File: config.mk
export PLATFORM = sky130hd
export DESIGN_NAME = seg7_scan_driver
export DESIGN_NICKNAME = d
export VERILOG_FILES = /design/src/rtl/seg7_scan_driver.sv
export SDC_FILE = /design/constraint.sdc
export NUM_CORES = 1
export LEC_CHECK = 0
export ABC_AREA = 1
export CELL_PAD_IN_SITES_DETAIL_PLACEMENT = 1
export CELL_PAD_IN_SITES_GLOBAL_PLACEMENT = 2
export CORE_UTILIZATION = 29
export DETAILED_ROUTE_END_ITERATION = 8
export PLACE_DENSITY = 0.73
export SETUP_SLACK_MARGIN = 0.15
export SKIP_LAST_GASP = 1
export SYNTH_ARGS = -nofsm -noshare
export SYNTH_HDL_FRONTEND = slang
export SYNTH_SLANG_ARGS = --single-unit
File: constraint.sdc
create_clock -name CLK_in -period 1.8 [get_ports CLK_in]
set_clock_uncertainty 0.15 [all_clocks]
set_input_delay 0.36 -clock CLK_in [delete_from_list [all_inputs] [get_ports CLK_in]]
set_output_delay 0.36 -clock CLK_in [all_outputs]
set_load 0.03 [all_outputs]
File: src/rtl/seg7_scan_driver.sv
// Time-multiplexed seven-segment driver with a frame-synchronous double-buffered
// display word, a guard slot per digit, and fully registered pin outputs.
module seg7_scan_driver #(
  parameter int DIGITS     = 4,
  parameter int SCAN_DIV   = 100000,
  parameter bit ACTIVE_LOW = 1'b1
) (
  input  logic                  CLK_in,
  input  logic                  Reset_in,
  input  logic [4*DIGITS-1:0]   Data_in,
  input  logic [DIGITS-1:0]     Dot_in,
  input  logic [DIGITS-1:0]     Blank_in,
  input  logic                  Load_in,
  output logic [DIGITS-1:0]     Anode_out,
  output logic [6:0]            Segment_out,
  output logic                  Dot_out,
  output logic                  Frame_out
);

  localparam int CNT_W = $clog2(SCAN_DIV);
  localparam int IDX_W = (DIGITS > 1) ? $clog2(DIGITS) : 1;
  localparam logic [CNT_W-1:0] CNT_LAST = CNT_W'(SCAN_DIV - 1);
  localparam logic [IDX_W-1:0] IDX_LAST = IDX_W'(DIGITS - 1);

  // Pin-level inversion masks; also the inactive (reset) level of each output.
  localparam logic [DIGITS-1:0] ANODE_OFF = ACTIVE_LOW ? '1 : '0;
  localparam logic [6:0]        SEG_OFF   = ACTIVE_LOW ? '1 : '0;
  localparam logic              DOT_OFF   = ACTIVE_LOW;

  function automatic logic [6:0] hex_decode(input logic [3:0] nib);
    logic [6:0] seg;
    unique case (nib)
      4'h0: seg = 7'b0111111;
      4'h1: seg = 7'b0000110;
      4'h2: seg = 7'b1011011;
      4'h3: seg = 7'b1001111;
      4'h4: seg = 7'b1100110;
      4'h5: seg = 7'b1101101;
      4'h6: seg = 7'b1111101;
      4'h7: seg = 7'b0000111;
      4'h8: seg = 7'b1111111;
      4'h9: seg = 7'b1101111;
      4'hA: seg = 7'b1110111;
      4'hB: seg = 7'b1111100;
      4'hC: seg = 7'b0111001;
      4'hD: seg = 7'b1011110;
      4'hE: seg = 7'b1111001;
      default: seg = 7'b1110001;
    endcase
    return seg;
  endfunction

  logic [CNT_W-1:0]             cnt_q, cnt_d;
  logic [IDX_W-1:0]             idx_q, idx_d;
  logic                         pend_q, pend_d;
  logic [DIGITS-1:0][3:0]       pend_data_q, pend_data_d;
  logic [DIGITS-1:0]            pend_dot_q, pend_dot_d;
  logic [DIGITS-1:0]            pend_blank_q, pend_blank_d;
  logic [DIGITS-1:0][3:0]       act_data_q, act_data_d;
  logic [DIGITS-1:0]            act_dot_q, act_dot_d;
  logic [DIGITS-1:0]            act_blank_q, act_blank_d;
  logic [DIGITS-1:0]            anode_q, anode_d;
  logic [6:0]                   seg_q, seg_d;
  logic                         dot_q, dot_d;
  logic                         frame_q, frame_d;

  logic cnt_wrap;
  logic boundary;

  always_comb begin
    // NOTE: every signal gets a default before any branch, so no path leaves
    // one unassigned and no latch is inferred.
    cnt_wrap     = (cnt_q == CNT_LAST);
    boundary     = cnt_wrap && (idx_q == IDX_LAST);

    cnt_d        = cnt_wrap ? '0 : cnt_q + 1'b1;
    idx_d        = idx_q;
    if (cnt_wrap) idx_d = (idx_q == IDX_LAST) ? '0 : idx_q + 1'b1;

    pend_d       = pend_q;
    pend_data_d  = pend_data_q;
    pend_dot_d   = pend_dot_q;
    pend_blank_d = pend_blank_q;
    act_data_d   = act_data_q;
    act_dot_d    = act_dot_q;
    act_blank_d  = act_blank_q;

    // A load landing on the boundary bypasses the pending bank entirely.
    if (boundary) begin
      pend_d = 1'b0;
      if (Load_in) begin
        act_data_d  = Data_in;
        act_dot_d   = Dot_in;
        act_blank_d = Blank_in;
      end else if (pend_q) begin
        act_data_d  = pend_data_q;
        act_dot_d   = pend_dot_q;
        act_blank_d = pend_blank_q;
      end
    end else if (Load_in) begin
      pend_d       = 1'b1;
      pend_data_d  = Data_in;
      pend_dot_d   = Dot_in;
      pend_blank_d = Blank_in;
    end

    // Guard slot (cnt==0) keeps everything dark to suppress ghosting.
    anode_d = ANODE_OFF;
    seg_d   = SEG_OFF;
    dot_d   = DOT_OFF;
    if (cnt_q != '0) begin
      anode_d = ANODE_OFF ^ (DIGITS'(1) << idx_q);
      if (!act_blank_q[idx_q]) begin
        seg_d = SEG_OFF ^ hex_decode(act_data_q[idx_q]);
        dot_d = DOT_OFF ^ act_dot_q[idx_q];
      end
    end

    frame_d = boundary;
  end

  // NOTE: state updates use non-blocking assignments so every flop samples the
  // pre-edge values computed above, independent of statement order.
  always_ff @(posedge CLK_in) begin
    if (Reset_in) begin
      cnt_q        <= '0;
      idx_q        <= '0;
      pend_q       <= 1'b0;
      pend_data_q  <= '0;
      pend_dot_q   <= '0;
      pend_blank_q <= '1;
      act_data_q   <= '0;
      act_dot_q    <= '0;
      act_blank_q  <= '1;
      anode_q      <= ANODE_OFF;
      seg_q        <= SEG_OFF;
      dot_q        <= DOT_OFF;
      frame_q      <= 1'b0;
    end else begin
      cnt_q        <= cnt_d;
      idx_q        <= idx_d;
      pend_q       <= pend_d;
      pend_data_q  <= pend_data_d;
      pend_dot_q   <= pend_dot_d;
      pend_blank_q <= pend_blank_d;
      act_data_q   <= act_data_d;
      act_dot_q    <= act_dot_d;
      act_blank_q  <= act_blank_d;
      anode_q      <= anode_d;
      seg_q        <= seg_d;
      dot_q        <= dot_d;
      frame_q      <= frame_d;
    end
  end

  assign Anode_out   = anode_q;
  assign Segment_out = seg_q;
  assign Dot_out     = dot_q;
  assign Frame_out   = frame_q;

endmodule

After elaboration in Yosys (flattened, before gate mapping)
Memories as Yosys holds them, arrays and structs flattened. Index checks and enable logic that the tools add are counted.

Register bits after elaboration: 81. Memory bits (read-only): 112. Input port bits: 27. Output and inout port bits: 13. Word-level logic and storage cells: 55. Memories: 1.

Memories: (name not given) (words 16, bits a word 7, rd ports 1, clocked after Yosys merged registers in 0, write ports 0, line 32) `unique case (nib)`.

$add $sub $neg: 2. Order comparisons: 1. Equal/unequal tests: 2. Shift operators: 1. Multiplexer cells: 15. Bitwise operators: 5. Reduce and logical (&&, ||, !) cells: 9.

Operators with widths (count): 16-bit 2-to-1 mux (2); 4-bit 2-to-1 mux (5); 17-bit by 1-bit adder with 17-bit output, second input constant (1); 17-bit == test, second input constant (1); 17-bit nonzero test (1); 7-bit 2-to-1 mux (2); 4-bit binary-select mux with 2-bit select (1); 7-bit NOT (1); 2-bit OR reduction (3); 1-bit binary-select mux with 2-bit select (2); 4-bit NOT (1); 2-bit AND reduction (2); 1-bit by 2-bit << shifter with 4-bit output, first input constant (1); 2-bit by 3-bit < comparator with 1-bit output, second input constant (1); 1-bit NOT (3); 3-bit OR reduction (1); 2-bit by 1-bit adder with 2-bit output, second input constant (1); 2-bit == test, second input constant (1); 1-bit 2-to-1 mux (2); 2-bit 2-to-1 mux (1); 2-bit nonzero test (1); 1-bit logical AND (1).

Logic depth before layout (Yosys ltp)
Gate-level depths: netlist of the first run. An unclocked memory read counts as a cell.

Depth in word-level cells: 6. Gate-level depth with buffers: 11. Mapped depth without buffers: 10.

Worst setup path before layout of the first run
Ideal clock, no wire load.

Path type: reg2reg. Start: register idx_q[0]. End: register seg_q[0], in the netlist Segment_out[0]. Library setup time: 141 ps. Arrival: 1558 ps. Required time: 1509 ps. Slack: -48 ps. Cell stages (with the launch flop): 11. Buffers on the path: 2. Period minus slack after synthesis: 1848 ps. Cell sequence: dfxtp_1 -> buf_2 -> clkbuf_1 -> a21oi_1 -> o21ai_0 -> nand2_1 -> ha_1 -> inv_1 -> a21oi_1 -> o21ai_0 -> nand3_1.

Longest elaborated chain between the ends: 6. Elaborated cells on any way between the ends: 9. Those cells by class: 6 x mux; 1 x bitwise; 1 x reduce/logical; 1 x memory.

Ends and longest elaborated chain: start, declared (line 54) `logic [IDX_W-1:0] idx_q, idx_d;`; start signal, assigned (line 141) `idx_q <= idx_d;`; 4-bit binary-select mux with 2-bit select (line 114) `seg_d = SEG_OFF ^ hex_decode(act_data_q[idx_q]);`; 4-bit 2-to-1 mux (implied by the code) (line 114); memory read 16 x 7 bit; 7-bit 2-to-1 mux (line 113) `if (!act_blank_q[idx_q]) begin`; 7-bit 2-to-1 mux (line 111) `if (cnt_q != '0) begin`; 7-bit NOT (no source line); end signal, assigned (line 150) `seg_q <= seg_d;`; end, declared (line 63) `logic [6:0] seg_q, seg_d;`.

Parallel ways exist; a longest one is shown, timed or not. The select of a mux whose other input is x is not followed. A chain may end at the register's enable or synchronous reset.

Final worst setup path of the first run
Start: register cnt_q[0]. End: register act_data_q[6] (netlist name).

Longest elaborated chain between the ends: 3.

Ends and longest elaborated chain: start, declared (line 53) `logic [CNT_W-1:0] cnt_q, cnt_d;`; start signal, assigned (line 140) `cnt_q <= cnt_d;`; 17-bit == test (line 73) `cnt_wrap = (cnt_q == CNT_LAST);`; 1-bit logical AND (line 74) `boundary = cnt_wrap && (idx_q == IDX_LAST);`; 2-bit AND reduction (no source line); end signal, assigned (line 146) `act_data_q <= act_data_d;`; end, declared (line 59) `logic [DIGITS-1:0][3:0] act_data_q, act_data_d;`.

No other way between the ends.

==> flow_metrics.env, run 1 <==
export IMPL_power_static_leakage_nw=2.73
export IMPL_placement_io_buffers=39
export IMPL_cp_num_buf_inv=2
export IMPL_max_cap_violations=0
export IMPL_detail_route_wirelength_um=12400
export IMPL_reg2regPathDepth=10
export IMPL_worst_r2r_endpoint="act_data_q[6]"
export IMPL_path_class="reg -> reg"
export IMPL_synth_top_cell_by_area="sky130_fd_sc_hd__dfxtp_1"
export IMPL_worstPathArrival_ps=1780
export IMPL_syn_area_sq_mm=0.00420
export IMPL_design_core_area_sq_mm=0.0140
export IMPL_finalHoldViolations=0
export IMPL_critical_path_startpoint="cnt_q[0]"
export IMPL_wire_per_inst_um=14.4
export IMPL_drive_above_1_share_pct=28.0
export IMPL_status="complete, no violations"
export IMPL_multi_input_comb_area_sq_mm=0.00263
export IMPL_crit_fanout=10
export IMPL_m1WireLength_um=5880
export IMPL_layout_area_overhead_vs_synth_pct=48.3
export IMPL_clkSinkCount=81
export IMPL_routabilityCongestion=0.756
export IMPL_rsz0062_at_grt="true"
export IMPL_place_hpwl_um=7860
export IMPL_worst_skew_pair_late_latency_ps=340
export IMPL_post_synth_inst_count=611
export IMPL_utilization_pct=44.6
export IMPL_cp_required_ps=1890
export IMPL_boundaryPins=40
export IMPL_placement_rows=43
export IMPL_yosys_top_cells_area="sky130_fd_sc_hd__dfxtp_1 39%, sky130_fd_sc_hd__nand2_1 12%, sky130_fd_sc_hd__inv_1 8.0%"
export IMPL_synth_ff_type="sky130_fd_sc_hd__dfxtp_1"
export IMPL_met2_length_um=6090
export IMPL_maxSlewViolCount=0
export IMPL_cts_root_buf="sky130_fd_sc_hd__clkbuf_16"
export IMPL_yosys_warnings=0
export IMPL_power_share_combinational_pct=9.5
export IMPL_grt_overflow=0
export IMPL_power_clock_fraction_pct=46.6
export IMPL_synth_ff_latch_count=81
export IMPL_fp_dieArea_sq_mm=0.0150
export IMPL_hold_path_class="reg -> reg"
export IMPL_slowest_stage="sky130_fd_sc_hd__dfxtp_4"
export IMPL_detail_route_vias_per_cell=4.61
export IMPL_met3_length_um=350
export IMPL_grt_usage_pct=16.2
export IMPL_cts_reportedPaths_clkPinSlew_ps=60
export IMPL_first_pass_grt_wire_length_um=19000
export IMPL_ff2ff_setup_slack_ps=110
export IMPL_design_power_total_mw=4.26
export IMPL_synth_enable_flop_cells=0
export IMPL_setup_tns_final_ps=0
export IMPL_synth_cell_types=27
export IMPL_power_sequential_fraction_pct=43.9
export IMPL_setup_violating_endpoint_count_in_the_final_report=0
export IMPL_switching_share_pct=22.6
export IMPL_achievable_frequency_mhz=590
export IMPL_power_density_mw_per_mm2=684
export IMPL_antennaDiodeCount=0
export IMPL_power_internal_mw=3.30
export IMPL_firstDrtPassIters=5
export IMPL_cp_cell_sequence="ha_4 -> nand3_4 -> nor2_4 -> nand2_4 -> nor2_8 -> buf_6 -> clkbuf_16 -> nand4_1 -> nand2_1 -> nor2_1"
export IMPL_asyncSetResetFlopFracSynth_pct=0
export IMPL_chipHeight_um=122
export IMPL_switching_power_uw=962
export IMPL_critPathCaptureType="flip-flop"
export IMPL_die_width_um=122
export IMPL_worst_slew_pin_slew_ps=336
export IMPL_synth_avg_cell_area_sq_um=6.88
export IMPL_crit_path_max_incr_delay_ps=360
export IMPL_sequential_cell_area_sq_mm=0.00164
export IMPL_synth_fp_nets=650
export IMPL_drc_errors=0
export IMPL_htree_num_levels=3
export IMPL_postLayoutCellArea_sq_mm=0.00623
export IMPL_maxSlewHeadroom_pct=77.4
export IMPL_grt_start_max_net_pins=51
export IMPL_synth_top_cell_area_share_pct=38.6
export IMPL_dr_total_vias=3989
export IMPL_antenna_found_initial=0
export IMPL_initialDrtViolationCount=158
export IMPL_first_global_vias=3923
export IMPL_num_cts_buffers=9
export IMPL_min_delay_worst_endpoint="act_blank_q[1]"
export IMPL_tritoncts="built"
export IMPL_timing_final_crit_period_ps=1690
export IMPL_finish_net_count=721
export IMPL_total_of_fill_cells_in_the_finished_design=1701
export IMPL_start_util_pct=30.0
export IMPL_cts_root_to_sink_buffers=2
export IMPL_final_min_period_over_clock_period_pct=94.1
export IMPL_top_layer="met4"
export IMPL_ant_nets=0
export IMPL_post_dp_cell_area_sq_mm=0.00503
export IMPL_peakVddDrop_mv=0.401
export IMPL_critPathTopFamily="simple AND/OR/NAND/NOR gates"
export IMPL_cell_depth_of_the_worst_hold_path=2
export IMPL_timing_rr_start="cnt_q[0]"
export IMPL_worst_hold_startpoint="act_blank_q[1]"
export IMPL_yosysSeqAreaShare_pct=38.6
export IMPL_crit_path_start_kind="flip-flop"
routing by layer:
layer	GRT usage, %	up-vias
li1	-	2074
met1	21.1	1857
met2	26.7	48
met3	3.58	10
met4	4.57	0
met5	0	-
power by group through the flow:
| stage | Sequential, mW | Combinational [mW] | Clock [mW] |
|---|---|---|---|
| after floorplan | 1.91 | 0.195 | 0 |
| after global placement | 1.90 | 0.331 | 0 |
| after detailed placement | 1.91 | 0.339 | 0 |
| after CTS | 1.87 | 0.354 | 2.06 |
| after global routing | 1.88 | 0.442 | 2.13 |
| final | 1.87 | 0.403 | 1.99 |
worst register-to-register path: cells and delay by family (launching register included):
| kind | cells | cell delay (ps) |
|---|---|---|
| adder cells (fa/ha/maj) | 1 | 150 |
| AND/OR/NAND/NOR | 7 | 640 |
| buffers and inverters | 2 | 300 |
| flip-flops | 1 | 360 |
cells in the final DEF, fill, tap and decap left out, types with 7 or more instances in the layout:
| master | count |
|---|---|
| sky130_fd_sc_hd__nand3_1 | 37 |
| sky130_fd_sc_hd__nor2_4 | 7 |
| sky130_fd_sc_hd__a21oi_1 | 10 |
| sky130_fd_sc_hd__buf_6 | 10 |
| sky130_fd_sc_hd__dlygate4sd2_1 | 13 |
| sky130_fd_sc_hd__clkbuf_16 | 14 |
| sky130_fd_sc_hd__inv_1 | 84 |
| sky130_fd_sc_hd__xor2_1 | 8 |
| sky130_fd_sc_hd__nand2_2 | 22 |
| sky130_fd_sc_hd__nand2_1 | 112 |
| sky130_fd_sc_hd__nand4_1 | 27 |
| sky130_fd_sc_hd__buf_12 | 9 |
| sky130_fd_sc_hd__a21oi_2 | 19 |
| sky130_fd_sc_hd__nand3_2 | 19 |
| sky130_fd_sc_hd__mux2i_1 | 20 |
| sky130_fd_sc_hd__clkdlybuf4s50_1 | 25 |
| sky130_fd_sc_hd__nand2_4 | 9 |
| sky130_fd_sc_hd__nor2_1 | 64 |
| sky130_fd_sc_hd__buf_4 | 23 |
| sky130_fd_sc_hd__dfxtp_1 | 71 |
state kept, by name (all words and copies together), names as in the netlist:
name,cells
pend_blank_q,4
pend_dot_q,4
Segment_out,7
act_data_q,16
idx_q,2
pend_q,1
pend_data_q,16
Dot_out,1
act_blank_q,4
Anode_out,4
act_dot_q,4
Frame_out,1
cnt_q,17
worst max path at each step:
stage | to | slack, ps | cells past startpoint
global route | act_data_q[5] | 10 | 10
detailed placement | act_blank_q[2] | 50 | 9
global placement | idx_q[0] | 90 | 5
floorplan | Segment_out[0] | 140 | 11
CTS | act_data_q[5] | 100 | 10
finish | act_data_q[6] | 110 | 10
metrics by stage:
step	setup WS, ps	hold slack [ps]	std cells
after global routing	15.0	331	865
after global placement	89.4	290	825
after detailed placement	47.0	297	825
after CTS	105	312	847
after floorplan	135	274	611
final	106	321	865
logic make-up (layout without fill, tap and decap cells):
| family | after synthesis | in the layout | synth area share (%) |
|---|---|---|---|
| buffers and inverters | 125 | 199 | 11.9 |
| muxes | 20 | 20 | 4.76 |
| AOI/OAI and AO/OA | 49 | 49 | 5.86 |
| DFF | 81 | 81 | 38.6 |
| xor gates and xnor gates | 8 | 8 | 1.67 |
| and+or+nand+nor | 316 | 316 | 33.6 |
| adders and majority gates | 12 | 12 | 3.57 |
repair_timing:
action	4_1_cts	5_1_grt
setup buffers	6	11
endpoints found under the setup margin	82	76
cloned	2	7
pin swaps	4	40
gates resized for setup	44	115
hold buffers	0	0
cell usage after synthesis (2+ instances only):
| library cell | instances |
|---|---|
| sky130_fd_sc_hd__nand2_1 | 134 |
| sky130_fd_sc_hd__inv_1 | 90 |
| sky130_fd_sc_hd__dfxtp_1 | 81 |
| sky130_fd_sc_hd__nor2_1 | 71 |
| sky130_fd_sc_hd__nand3_1 | 58 |
| sky130_fd_sc_hd__a21oi_1 | 32 |
| sky130_fd_sc_hd__nand4_1 | 27 |
| sky130_fd_sc_hd__mux2i_1 | 20 |
| sky130_fd_sc_hd__o21ai_0 | 16 |
| sky130_fd_sc_hd__ha_1 | 12 |
| sky130_fd_sc_hd__clkbuf_1 | 11 |
| sky130_fd_sc_hd__nand2_2 | 11 |
| sky130_fd_sc_hd__buf_2 | 10 |
| sky130_fd_sc_hd__nor3_1 | 9 |
| sky130_fd_sc_hd__xor2_1 | 8 |
| sky130_fd_sc_hd__buf_1 | 5 |
| sky130_fd_sc_hd__inv_2 | 4 |
| sky130_fd_sc_hd__buf_6 | 2 |
| sky130_fd_sc_hd__nand3_2 | 2 |
cell type report:
cell class	instances	area share, %
timing repair buffer	90	16.8
multi-input combinational	405	42.2
inverter	95	5.96
tap	180	3.61
clock inverter	3	1.04
sequential	81	26.4
clock buffer	11	4.05
(Power assumes the default switching activity.)
==> inputs of run 2 (changes only) <==
--- a/config.mk
+++ b/config.mk
@@ -10,6 +10,8 @@
 export CELL_PAD_IN_SITES_GLOBAL_PLACEMENT = 2
 export CORE_UTILIZATION = 29
 export DETAILED_ROUTE_END_ITERATION = 8
+export GPL_ROUTABILITY_DRIVEN = 0
+export MAX_ROUTING_LAYER = met4
 export PLACE_DENSITY = 0.73
 export SETUP_SLACK_MARGIN = 0.15
 export SKIP_LAST_GASP = 1
==> flow_metrics.env, run 2 (same netlist as run 1, synthesis figures left out) <==
export IMPL_achievable_frequency_mhz=587
export IMPL_firstDrtPassIters=4
export IMPL_tritoncts="built"
export IMPL_grt_usage_pct=16.6
export IMPL_setup_tns_final_ps=0
export IMPL_placed_cells=825
export IMPL_ff2ff_setup_slack_ps=100
export IMPL_max_reg_flops=17
export IMPL_setup_violating_endpoint_count_in_the_final_report=0
export IMPL_detail_route_wirelength_um=12500
export IMPL_start_util_pct=30.0
export IMPL_placement_io_buffers=39
export IMPL_largest_regs="cnt_q: 17 flops, act_data_q: 16 flops, pend_data_q: 16 flops"
export IMPL_num_cts_buffers=9
export IMPL_final_common_cell="sky130_fd_sc_hd__nand2_1"
export IMPL_drc_errors=0
export IMPL_wire_per_inst_um=14.5
export IMPL_power_static_leakage_nw=2.72
export IMPL_power_density_mw_per_mm2=684
export IMPL_critPathCaptureType="flip-flop"
export IMPL_total_of_fill_cells_in_the_finished_design=1700
export IMPL_layout_area_overhead_vs_synth_pct=48.6
export IMPL_boundaryPins=40
export IMPL_worst_skew_pair_late_latency_ps=340
export IMPL_path_class="reg -> reg"
export IMPL_fp_dieArea_sq_mm=0.0150
export IMPL_mostFrequentLayoutCells="112 x sky130_fd_sc_hd__nand2_1, 83 x sky130_fd_sc_hd__inv_1, 71 x sky130_fd_sc_hd__dfxtp_1"
export IMPL_timing_final_crit_period_ps=1700
export IMPL_place_hpwl_um=7860
export IMPL_design_core_area_sq_mm=0.0140
export IMPL_peakVddDrop_mv=0.405
export IMPL_final_min_period_over_clock_period_pct=94.7
export IMPL_worst_slew_pin_slew_ps=335
export IMPL_cell_depth_of_the_worst_hold_path=2
export IMPL_reg2regPathDepth=10
export IMPL_die_width_um=122
export IMPL_finish_net_count=721
export IMPL_first_pass_grt_wire_length_um=18900
export IMPL_grt_start_max_net_pins=51
export IMPL_antennaDiodeCount=0
export IMPL_crit_fanout=10
export IMPL_rsz0062_at_grt="true"
export IMPL_finalHoldViolations=0
export IMPL_largest_register="cnt_q"
export IMPL_detail_route_vias_per_cell=4.60
export IMPL_worstPathArrival_ps=1790
export IMPL_cts_root_to_sink_buffers=2
export IMPL_cp_required_ps=1890
export IMPL_ant_nets=0
export IMPL_first_global_vias=3922
export IMPL_maxSlewHeadroom_pct=77.5
export IMPL_antenna_found_initial=0
export IMPL_initialDrtViolationCount=167
export IMPL_dr_total_vias=3975
export IMPL_chipHeight_um=122
export IMPL_hold_path_class="reg -> reg"
export IMPL_maxSlewViolCount=0
export IMPL_cts_reportedPaths_clkPinSlew_ps=60
export IMPL_crit_path_start_kind="flip-flop"
export IMPL_drive_above_1_share_pct=28.2
export IMPL_htree_num_levels=3
export IMPL_max_cap_violations=0
export IMPL_placement_rows=43
export IMPL_cts_root_buf="sky130_fd_sc_hd__clkbuf_16"
export IMPL_clkSinkCount=81
export IMPL_grt_overflow=0
export IMPL_status="complete, no violations"
export IMPL_final_instance_count_excl_fill=865
## run 2: cell counts in the layout (fill, tap and decap cells not counted)
Identical to the previous run, type by type.
## run 2: what timing repair did
item                                   4_1_cts  5_1_grt
pin swaps                                    4       38
buffers inserted                             6       11
hold buffers                                 0        0
endpoints found under the hold margin        0        0
gates cloned                                 2        7
setup endpoints to repair                   82       76
resized for setup                           44      117
## run 2: metal layers
layer	wire [um]	share of wire (%)	GRT usage, %	up-vias
li1	-	-	-	2073
met1	5910	47	21.0	1849
met2	6160	49	26.7	43
met3	339	2.7	3.62	10
met4	120	0.96	4.57	0
met5	0	0	-	-
## run 2: where the power goes
part           leakage [nW]  internal [mW]  switching (mW)  total, mW
Combinational          1.90          0.193           0.213      0.406
Clock                 0.157           1.27           0.721       1.99
Sequential            0.666           1.84          0.0356       1.87
## run 2: layout make-up
class	count	area, sq um	area share (%)
multi-input cells	405	2640	42.3
flip-flops and latches	81	1640	26.3
repair buffers	90	1040	16.7
inverters	95	372	5.95
clock buffers	11	253	4.05
well taps	180	225	3.61
clock inverters	3	65.1	1.04
## run 2: path summary, 6_finish.rpt
kind | start | to
min reg2reg | act_blank_q[1] | act_blank_q[1]
min | act_blank_q[1] | act_blank_q[1]
max | cnt_q[0] | act_dot_q[0]
max reg2reg | cnt_q[0] | act_dot_q[0]
## run 2: worst max-delay path, stage by stage, from the launching register on
cell and delay [ps]:
sky130_fd_sc_hd__dfxtp_4 360, sky130_fd_sc_hd__ha_4 150, sky130_fd_sc_hd__nand3_4 100, sky130_fd_sc_hd__nor2_4 130, sky130_fd_sc_hd__nand2_4 80, sky130_fd_sc_hd__nor2_8 120, sky130_fd_sc_hd__buf_6 150, sky130_fd_sc_hd__clkbuf_16 150
sky130_fd_sc_hd__nand4_1 90, sky130_fd_sc_hd__nand2_1 90, sky130_fd_sc_hd__nor2_1 40
## run 2: per-stage QoR
stage                     power [mW]  setup slack [ps]  utilization [%]  hold slack, ps  area (sq um)
after floorplan                 2.10               135                -             274          4300
after global placement          2.24              89.4             35.9             290          5030
after detailed placement        2.25              47.0             35.9             297          5030
after CTS                       4.28               105             39.5             312          5530
after global routing            4.45              1.97             44.6             332          6240
final                           4.27              95.5             44.6             321          6240
==> inputs of run 3 (changes only) <==
--- a/config.mk
+++ b/config.mk
@@ -8,11 +8,14 @@
 export ABC_AREA = 1
 export CELL_PAD_IN_SITES_DETAIL_PLACEMENT = 1
 export CELL_PAD_IN_SITES_GLOBAL_PLACEMENT = 2
+export CORE_MARGIN = 10
 export CORE_UTILIZATION = 29
 export DETAILED_ROUTE_END_ITERATION = 8
 export GPL_ROUTABILITY_DRIVEN = 0
+export GPL_TIMING_DRIVEN = 0
 export MAX_ROUTING_LAYER = met4
 export PLACE_DENSITY = 0.73
+export REMOVE_ABC_BUFFERS = 1
 export SETUP_SLACK_MARGIN = 0.15
 export SKIP_LAST_GASP = 1
 export SYNTH_ARGS = -nofsm -noshare
==> flow_metrics.env, run 3 (same netlist as run 1, synthesis figures left out) <==
export IMPL_status="finished, violations left"
export IMPL_violations="negative setup slack"
export IMPL_cts_root_to_sink_buffers=2
export IMPL_power_static_leakage_nw=2.69
export IMPL_timing_rr_start="cnt_q[0]"
export IMPL_power_clock_fraction_pct=45.8
export IMPL_switching_share_pct=24.9
export IMPL_ff2ff_setup_slack_ps=-30
export IMPL_htree_num_levels=3
export IMPL_holdBufCountCts=0
export IMPL_switching_power_mw=1.03
export IMPL_die_width_um=140
export IMPL_boundaryPins=40
export IMPL_layout_area_overhead_vs_synth_pct=49.8
export IMPL_postLayoutCellArea_sq_mm=0.00630
export IMPL_tritoncts="built"
export IMPL_post_dp_cell_area_sq_mm=0.00473
export IMPL_cp_cell_sequence="ha_4 -> nand3_4 -> nor2_4 -> buf_6 -> nand4_1 -> buf_6 -> clkbuf_16 -> a21oi_2 -> nor2_1"
export IMPL_drc_errors=0
export IMPL_final_min_period_over_clock_period_pct=101
export IMPL_peakVddDrop_mv=0.417
export IMPL_fp_dieArea_sq_mm=0.0197
export IMPL_worst_r2r_endpoint="pend_data_q[13]"
export IMPL_clkSinkCount=81
export IMPL_power_internal_mw=3.11
export IMPL_timing_final_crit_period_ps=1830
export IMPL_grt_usage_pct=13.7
export IMPL_crit_path_start_kind="flip-flop"
export IMPL_first_pass_grt_wire_length_um=21500
export IMPL_maxSlewHeadroom_pct=62.0
export IMPL_drive_above_1_share_pct=32.0
export IMPL_power_share_combinational_pct=9.1
export IMPL_grt_overflow=0
export IMPL_first_global_vias=4326
export IMPL_num_cts_buffers=9
export IMPL_path_class="reg -> reg"
export IMPL_hold_path_class="reg -> reg"
export IMPL_initialDrtViolationCount=106
export IMPL_cts_reportedPaths_clkPinSlew_ps=60
export IMPL_finalHoldViolations=0
export IMPL_achievable_frequency_mhz=547
export IMPL_worst_skew_pair_late_latency_ps=350
export IMPL_antenna_found_initial=0
export IMPL_ant_nets=0
export IMPL_mostFrequentLayoutCells="105 x sky130_fd_sc_hd__nand2_1, 76 x sky130_fd_sc_hd__dfxtp_1, 73 x sky130_fd_sc_hd__inv_1"
export IMPL_crit_path_max_incr_delay_ps=360
export IMPL_largest_regs="cnt_q: 17 flops, act_data_q: 16 flops, pend_data_q: 16 flops"
export IMPL_design_core_area_sq_mm=0.0140
export IMPL_placement_io_buffers=39
export IMPL_total_of_fill_cells_in_the_finished_design=1698
export IMPL_antennaDiodeCount=0
export IMPL_worst_slew_pin_slew_ps=570
export IMPL_worstPathArrival_ps=1920
export IMPL_rsz0062_at_grt="true"
export IMPL_start_util_pct=29.9
export IMPL_sequential_cell_area_sq_mm=0.00164
export IMPL_max_reg_flops=17
export IMPL_setup_violating_endpoint_count_in_the_final_report=13
export IMPL_grt_start_max_net_pins=47
export IMPL_min_delay_worst_endpoint="pend_blank_q[0]"
export IMPL_cp_required_ps=1900
export IMPL_post_route_setup_slack_ps=-26.9
export IMPL_chipHeight_um=140
export IMPL_multi_input_comb_area_sq_mm=0.00270
export IMPL_reg2regPathDepth=9
export IMPL_maxSlewViolCount=0
export IMPL_top_cell_by_count_worst_path="sky130_fd_sc_hd__buf_6"
export IMPL_detail_route_wirelength_um=14300
export IMPL_power_density_mw_per_mm2=657
export IMPL_placement_rows=43
export IMPL_largest_register="cnt_q"
export IMPL_dr_total_vias=4241
export IMPL_power_sequential_fraction_pct=45.1
export IMPL_critPathCaptureType="flip-flop"
export IMPL_firstDrtPassIters=4
export IMPL_place_hpwl_um=7740
export IMPL_cts_root_buf="sky130_fd_sc_hd__clkbuf_16"
export IMPL_cell_depth_of_the_worst_hold_path=2
export IMPL_worst_hold_startpoint="pend_blank_q[0]"
export IMPL_final_common_cell="sky130_fd_sc_hd__nand2_1"
export IMPL_slowest_stage="sky130_fd_sc_hd__dfxtp_4"
export IMPL_crit_fanout=5
export IMPL_wire_per_inst_um=16.2
export IMPL_detail_route_vias_per_cell=4.80
export IMPL_finish_net_count=737
export IMPL_design_power_total_mw=4.14
export IMPL_max_cap_violations=0
[run 3: cell count changes in the layout (fill, tap and decap cells not counted), moves of 5 or more]
cell / change
sky130_fd_sc_hd__nand2_1: -7
sky130_fd_sc_hd__buf_12: -6
sky130_fd_sc_hd__inv_2: +6
sky130_fd_sc_hd__buf_6: +14
sky130_fd_sc_hd__dfxtp_1: +5
sky130_fd_sc_hd__buf_4: +6
sky130_fd_sc_hd__nor2_2: +5
sky130_fd_sc_hd__nand2_2: +12
sky130_fd_sc_hd__inv_1: -10
[run 3: layout make-up]
cell class / instances / share of cell area, %
multi-input combinational: 410 / 42.9
timing repair inverter: 2 / 0.258
sequential: 81 / 26.0
clock buffer: 11 / 3.85
inverter: 95 / 6.24
tap: 180 / 3.58
timing repair buffer: 99 / 16.4
clock inverter: 5 / 0.874
[run 3: what timing repair did]
action	4_1_cts	5_1_grt
resized for setup	116	100
endpoints found under the setup margin	94	81
pin swaps	24	66
cloned	7	5
buffers inserted	39	13
[run 3: per-layer routing]
metal | global-route usage (%) | vias to the layer above | wire [um]
li1 | - | 2113 | -
met1 | 15.8 | 2071 | 6520
met2 | 23.0 | 48 | 7200
met3 | 4.06 | 9 | 438
met4 | 3.26 | 0 | 138
met5 | - | - | 0
[run 3: power groups by stage]
stage	Sequential [mW]	Clock, mW	Combinational, mW
floorplan	1.90	0	0.163
global placement	1.90	0	0.311
detailed placement	1.90	0	0.316
CTS	1.86	1.94	0.348
global route	1.87	2.03	0.418
finish	1.87	1.90	0.375
[run 3: worst max-delay path by stage]
stage,slack (ps),to,from
after floorplan,-1420,pend_blank_q[0],idx_q[0]
after global placement,-3080,pend_blank_q[0],idx_q[0]
after detailed placement,-1610,pend_data_q[5],idx_q[0]
after CTS,40,act_data_q[0],cnt_q[1]
after global routing,-100,act_data_q[9],cnt_q[3]
final,-30,pend_data_q[13],cnt_q[0]
[run 3: worst max-delay path, delay by kind of cell (launching register included)]
family	cells	cell delay, ps
flip-flops	1	360
adder cells (fa/ha/maj)	1	150
buffers and inverters	3	480
AO/OA/AOI/OAI	1	120
AND/OR/NAND/NOR	4	450
[run 3: metrics by stage]
stage	util, %	std cells	setup WS (ps)	hold WS, ps	TNS (ps)
final	44.8	883	-26.9	316	-168
after global routing	44.8	883	-95.7	344	-3070
after CTS	40.9	865	44.2	317	0
after detailed placement	33.7	803	-1610	299	-87070
after global placement	33.3	800	-3080	287	-167270
after floorplan	-	581	-1420	274	-43900
